**src/rtl/fetch_unit.sv**
```systemverilog
// fetch_unit: owns the PC, drives a 1-cycle synchronous instruction memory and
// hands {pc, instr} to decode through a small skid buffer with redirect flush.
module fetch_unit #(
    parameter int XLEN = 32,
    parameter logic [XLEN-1:0] RESET_PC = '0,
    parameter int BUF_DEPTH = 2
) (
    input  logic            clk,
    input  logic            rst,
    output logic [XLEN-1:0] imem_addr,
    input  logic [XLEN-1:0] imem_data,
    input  logic            redirect_valid,
    input  logic [XLEN-1:0] redirect_pc,
    output logic            out_valid,
    input  logic            out_ready,
    output logic [XLEN-1:0] out_pc,
    output logic [XLEN-1:0] out_instr,
    output logic [31:0]     instr_count
);
    localparam int PW = $clog2(BUF_DEPTH);
    localparam int CW = $clog2(BUF_DEPTH + 1) + 1;

    logic [XLEN-1:0] pc, inflight_pc, target;
    logic            inflight, pop, push, issue;
    logic [XLEN-1:0] buf_pc    [BUF_DEPTH];
    logic [XLEN-1:0] buf_instr [BUF_DEPTH];
    logic [PW-1:0]   head, tail;
    logic [CW-1:0]   count, occ;

    function automatic logic [PW-1:0] nxt(input logic [PW-1:0] p);
        return (p == PW'(BUF_DEPTH - 1)) ? '0 : p + PW'(1);
    endfunction

    always_comb begin
        target    = redirect_pc & ~XLEN'(3);
        out_valid = (count != '0) & !redirect_valid;
        pop       = out_valid & out_ready;
        push      = inflight & !redirect_valid;
        // occupancy after this cycle counts the word still coming back from memory
        occ       = count + CW'(inflight) - CW'(pop);
        issue     = !rst & !redirect_valid & (occ < CW'(BUF_DEPTH));
        imem_addr = pc;
        out_pc    = buf_pc[head];
        out_instr = buf_instr[head];
    end

    always_ff @(posedge clk) begin
        if (rst) begin
            pc          <= RESET_PC;
            inflight    <= 1'b0;
            inflight_pc <= '0;
            head        <= '0;
            tail        <= '0;
            count       <= '0;
            instr_count <= '0;
            for (int i = 0; i < BUF_DEPTH; i++) begin
                buf_pc[i]    <= '0;
                buf_instr[i] <= '0;
            end
        end else if (redirect_valid) begin
            pc       <= target;
            inflight <= 1'b0;
            head     <= '0;
            tail     <= '0;
            count    <= '0;
        end else begin
            inflight <= issue;
            if (issue) begin
                inflight_pc <= pc;
                pc          <= pc + XLEN'(4);
            end
            if (push) begin
                buf_pc[tail]    <= inflight_pc;
                buf_instr[tail] <= imem_data;
                tail            <= nxt(tail);
            end
            if (pop) begin
                head        <= nxt(head);
                instr_count <= instr_count + 32'd1;
            end
            count <= count + CW'(push) - CW'(pop);
        end
    end
endmodule

```
**config.mk**
```make
export PLATFORM = sky130hd
export DESIGN_NAME = fetch_unit
export DESIGN_NICKNAME = d
export VERILOG_FILES = /design/src/rtl/fetch_unit.sv
export SDC_FILE = /design/constraint.sdc
export NUM_CORES = 1
export LEC_CHECK = 0
export BUFFER_PORTS_ARGS = -buffer_cell sky130_fd_sc_hd__buf_2
export CORE_MARGIN = 5
export CORE_UTILIZATION = 30
export CTS_CLUSTER_DIAMETER = 60
export CTS_CLUSTER_SIZE = 12
export DETAILED_ROUTE_END_ITERATION = 10
export PLACE_DENSITY_LB_ADDON = 0.3
export REMOVE_ABC_BUFFERS = 1
export SLEW_MARGIN = 5
export SYNTH_ARGS = -nofsm -noshare
export SYNTH_HDL_FRONTEND = slang
export SYNTH_SLANG_ARGS = --single-unit
```
**constraint.sdc**
```tcl
create_clock -name clk -period 2.88 [get_ports clk]
set_input_delay 0.144 -clock clk [delete_from_list [all_inputs] [get_ports clk]]
set_output_delay 0.144 -clock clk [all_outputs]
set_load 0.05 [all_outputs]
```
# Word level (Yosys, flattened, before mapping)
# Memories as Yosys holds them, arrays and structs flattened. A register that Yosys moved wholly into a read port is not among the register bits.
# Cells that the tools add are included.
[classes]
add_sub_neg = 8
order_cmp = 1
muxes = 20
n_bitwise = 6
n_reduce_logical = 9
[ops]
columns = ["operator", "count"]
rows = [
  ["2-to-1 mux 32 bit", 4],
  ["OR reduction 32 bit", 2],
  ["adder 32 x 1 -> 32 bit (second input constant)", 1],
  ["adder 32 x 3 -> 32 bit (second input constant)", 1],
  ["2-to-1 mux 1 bit", 16],
  ["adder 3 x 1 -> 3 bit", 2],
  ["subtractor 3 x 1 -> 3 bit", 2],
  ["bitwise AND 1 bit", 5],
  ["AND reduction 2 bit", 2],
  ["< comparator 3 x 2 -> 1 bit (second input constant)", 1],
  ["nonzero test 3 bit", 1],
  ["adder 1 bit (second input constant)", 2],
  ["zero test 1 bit", 2],
  ["nonzero test 2 bit", 1],
  ["OR reduction 2 bit", 1],
  ["inverter 1 bit", 1],
]
[totals]
ff_bits = 102
ramBits = 128
in_bits = 68
output_inout_bits = 129
wordCells = 54
mem_count = 2
[mem_list]
columns = ["memory", "words", "word_bits", "read_ports", "rd_ports_with_merged_regs", "wr", "line", "text"]
rows = [
  ["buf_instr", 2, 32, 1, 1, 2, "26", "logic [XLEN-1:0] buf_instr [BUF_DEPTH];"],
  ["buf_pc", 2, 32, 1, 1, 2, "25", "logic [XLEN-1:0] buf_pc [BUF_DEPTH];"],
]

# Depth between registers and ports, before layout
[depth]
depth_word = 8
ltp_mapped = 13
mapped_depth_nobuf = 12

# Worst setup path before layout
# Ideal clock, no wire load.
[synth_path]
kind = "register to register"
start = "reg count[1]"
end = "reg pc[22], in the netlist imem_addr[22]"
setup_ps = 136
arrival_time_ps = 2793
path_slack_ps = -49
path_stages_with_launch = 13
synth_period_minus_slack_ps = 2929
path_cell_list = "dfxtp_1 > nor3_2 > nor2_1 > ha_1 > inv_1 > nand2_1 > fa_1 > xor3_1 > nand3b_1 > buf_2 > buf_2 > o311ai_0 > nand3_1"
[synth_via]
elab_chain_cells = 7
elab_cells_between_ends = 8
classes_between = "add/sub: 2; order compare: 1; bitwise: 3; reduce/logical: 2"
[synth_rtl]
columns = ["item", "line", "text"]
rows = [
  ["from (decl)", "28", "logic [CW-1:0] count, occ;"],
  ["from (signal assigned)", "81", "count <= count + CW'(push) - CW'(pop);"],
  ["nonzero test 3 bit", "36", "out_valid = (count != '0) & !redirect_valid;"],
  ["bitwise AND 1 bit", "36", ""],
  ["bitwise AND 1 bit", "37", "pop = out_valid & out_ready;"],
  ["named net pop", "24", "logic inflight, pop, push, issue;"],
  ["subtractor 3 x 1 -> 3 bit", "40", "occ = count + CW'(inflight) - CW'(pop);"],
  ["< comparator 3 x 2 -> 1 bit", "41", "issue = !rst & !redirect_valid & (occ < CW'(BUF_DEPTH));"],
  ["bitwise AND 1 bit", "41", ""],
  ["nonzero test 2 bit (no line)", "--", ""],
  ["to (signal assigned)", "61", "pc <= target;"],
  ["to (signal assigned)", "70", "pc <= pc + XLEN'(4);"],
  ["to (decl)", "23", "logic [XLEN-1:0] pc, inflight_pc, target;"],
]
# The timed path passes the listed nets, and every way through them passes these cells.
# A chain may end at the register's enable or synchronous reset.

# Final worst setup path
# Ends and elaborated chain as after synthesis.

==> key figures <==
Synth
  • Yosys top cell area share: 0.372
  • Ys Warns: 0
  • Post-Synthesis Cell Area: 0.0100 sq mm
  • Count of cell types in the netlist: between 50 and 60
  • Flops & latches, synth: around 220
  • Post-Synthesis Cells: between 900 and 1,000
  • FFs w/ async S/R, synth: 0
  • EDFF count, synth: 124
  • Top_reg_cell synth: edfxtp_1
  • Area leader, netlist: edfxtp_1
  • Top cells by area, synth: edfxtp_1, dfxtp_1, and2_1
  • Avg Inst Size Synth: 11.1 sq um
  • Sequential share of the synthesized area: 0.570

Worst setup path
  • CP required: 3.36 ns
  • Setup Crit Path Kind: reg -> reg
  • CP startpoint kind: register
  • Max FO, Critical Path: 18
  • Worst Path Arrival: 3.21 ns
  • Critical Path Sink Type: register

Die
  • Full die area: between 0.03 and 0.04 sq mm
  • Die X: 193 um
  • Starting Density: 0.306
  • Die height: 193 um
  • I/O Pins: approximately 200
  • Core area: 0.0327 sq mm
  • # rows: between 60 and 70

Layout
  • Fill cells: around 3,200
  • Commonest non-fill, non-tap cells in the layout: buf_2, and2_1, edfxtp_1, dfxtp_1, nand2_1
  • Post-layout util: 0.403
  • P&R area growth vs syn: 31.9%
  • Most common cell after layout, fill and taps aside: buf_2
  • Proportion of layout cells with a drive suffix above 1: 0.312
  • Nets: 1,239

Clock tree
  • Total CTS buffers: 27
  • Clk slew on worst S/H paths: 0.06 ns
  • Clk sinks: between 200 and 250
  • Clk Latency, worst-skew pair: approximately 0.54 ns
  • Root Buffer: clkbuf_16
  • H-tree levels: 1
  • CTS tree: done
  • CTS max path bufs: 3

STA
  • Final setup margin: around 0.16 ns
  • Tmin final: 2.72 ns
  • Top achievable clock speed: 367 MHz
  • Setup Skew: a little under 0.009 ns
  • Slew at the pin closest to its max-slew limit: 0.732 ns
  • RSZ-0062 raised after global routing: no
  • Final setup TNS: 0 ns
  • Slew Limit Headroom: 0.512
  • Fin. Hold Viols: 0
  • Final setup fails: 0
  • Pins Over Slew Limit: 0
  • Tcrit/Tclk final: 0.945

Power
  • Logic pwr share: 0.109
  • Switching power: 2.06 mW
  • Power share of the sequential group: 0.443
  • Leak: 5.22 nW
  • PD cells: about 600 mW/mm^2
  • Clock power frac: 0.448
  • Worst vdd ir: 0.413 mV
  • Sw frac: 0.257
  • Internal power: slightly below 6 mW

Routing
  • Routed vias: 7,575
  • DRT Pass-1 Iters: 6
  • Drt total wl: 27,500 um
  • DR WL/cell: between 15 and 20 um
  • DR iter-0 viols: around 370
  • Post-route ant nets: 0
  • DR DRC count: 0
  • Via density: 4.64

GRT
  • Tot GR Track Use: 0.142
  • Pin count of the biggest net entering global routing: 70
  • Vias in the first global route: 7,554
  • Initial antenna violation count: 3
  • GRT overflow: 0
  • Global-route wire length before repair: 42,000 um

Placed design
  • Buffers added on ports: 190
  • Place WS: -0.0643 ns
  • Placer Congestion: 0.771
  • Final HPWL DP: 17,900 um

Status
  • Status: completed

Run
  • MaxCap Viol Count: 0

Worst hold path
  • HP Class: in -> reg
-- cell type report --
cell class | count | area, sq um | share of cell area
clock buffers | 36 | 751 | 0.0569
multi-input cells | 613 | 4050 | 0.307
clock inverters | 14 | 199 | 0.0151
flip-flops and latches | 223 | 5710 | 0.433
inverters | 16 | 60.1 | 0.00455
well taps | 442 | 553 | 0.0419
repair buffers | 284 | 1860 | 0.141
diodes | 3 | 7.51 | 0.000569
-- power groups by stage --
stage	clock (mW)	sequential, mW	combinational (mW)
CTS	3.68	3.56	0.879
detailed placement	0	3.63	0.805
finish	3.60	3.56	0.876
global route	3.83	3.57	0.935
floorplan	0	3.71	0.409
global placement	0	3.62	0.803
-- logic make-up (layout without fill, tap and decap cells) --
| group | Yosys count | count (layout) | synth area share |
|---|---|---|---|
| simple gates | 397 | 397 | 0.219 |
| compound gates | 102 | 102 | 0.0599 |
| buf+inv | 72 | 350 | 0.0314 |
| fa+ha+maj | 6 | 6 | 0.00900 |
| mux | 68 | 68 | 0.0765 |
| xor+xnor | 36 | 36 | 0.0330 |
| flops | 223 | 223 | 0.570 |
| other cells | 1 | 7 | 0.000375 |
-- cell usage after synthesis, drive strengths merged (2+ instances only) --
cell type and count:
dfxtp 99, mux2 68, o21ai 11, buf 20, a31oi 17, nand3b 3, nor3 20, nand2b 2
o22ai 6, a21o 3, and2 137, or3 8, nand3 25, and4 6, a21oi 49, xnor2 25
inv 15, and3 6, clkbuf 36, nor4 9, nor2 45, nand2 96, nor2b 8, or4 5
o311ai 3, o221ai 3, o211ai 4, xor2 10, edfxtp 124, or2 5, ha 4, fa 2
nand4 20
-- routing by layer --
layer,global-route usage,up-vias,wire length (um)
met2,0.230,219,12300
li1,-,3717,-
met5,0,-,11
met4,0.0274,2,531
met3,0.0391,39,2020
met1,0.193,3598,12600
-- critical path, stage by stage, from the launching register on --
cell and delay (ns):
dfxtp_2 0.34, nor3_4 0.21, nor2_2 0.06, ha_1 0.30, inv_2 0.07, nand2_2 0.05, fa_2 0.35, xor3_1 0.18
nand3b_1 0.17, buf_6 0.16, buf_6 0.16, or4_1 0.51, nand3_1 0.10
-- repair_timing --
item,in CTS,in global routing
gates cloned,0,0
endpoints found under the hold margin,90,0
hold buffers,58,0
gates resized for setup,6,12
setup buffers,2,1
pin swaps,2,2
endpoints found under the setup margin,16,33
-- registers in the layout, indices dropped and copies added (netlist names), 3 cells and up, named ones only --
signal,cells
buf_pc,60
buf_instr,64
inflight_pc,30
instr_count,32
count,3
imem_addr,30
-- worst paths after layout --
kind,from,to,slack [ns],depth (start not counted)
setup / recovery,count[1],imem_addr[22],0.16,12
hold / removal,rst,count[0],0.03,3
setup reg to reg,count[1],imem_addr[22],0.16,12
hold reg to reg,inflight_pc[2],inflight_pc[2],0.46,2
-- metrics by stage --
step / power (mW) / std cells / instance area, sq um / hold WS [ns]
final: 8.03 / 1631 / 13200 / 0.0306
after global routing: 8.34 / 1630 / 13200 / 0.0523
after CTS: 8.12 / 1627 / 13100 / 0.0158
after detailed placement: 4.43 / 1517 / 11600 / 0.377
after global placement: 4.42 / 1517 / 11600 / 0.376
after floorplan: 4.12 / 852 / 9760 / 0.213
Power figures use the tool's default switching activity.
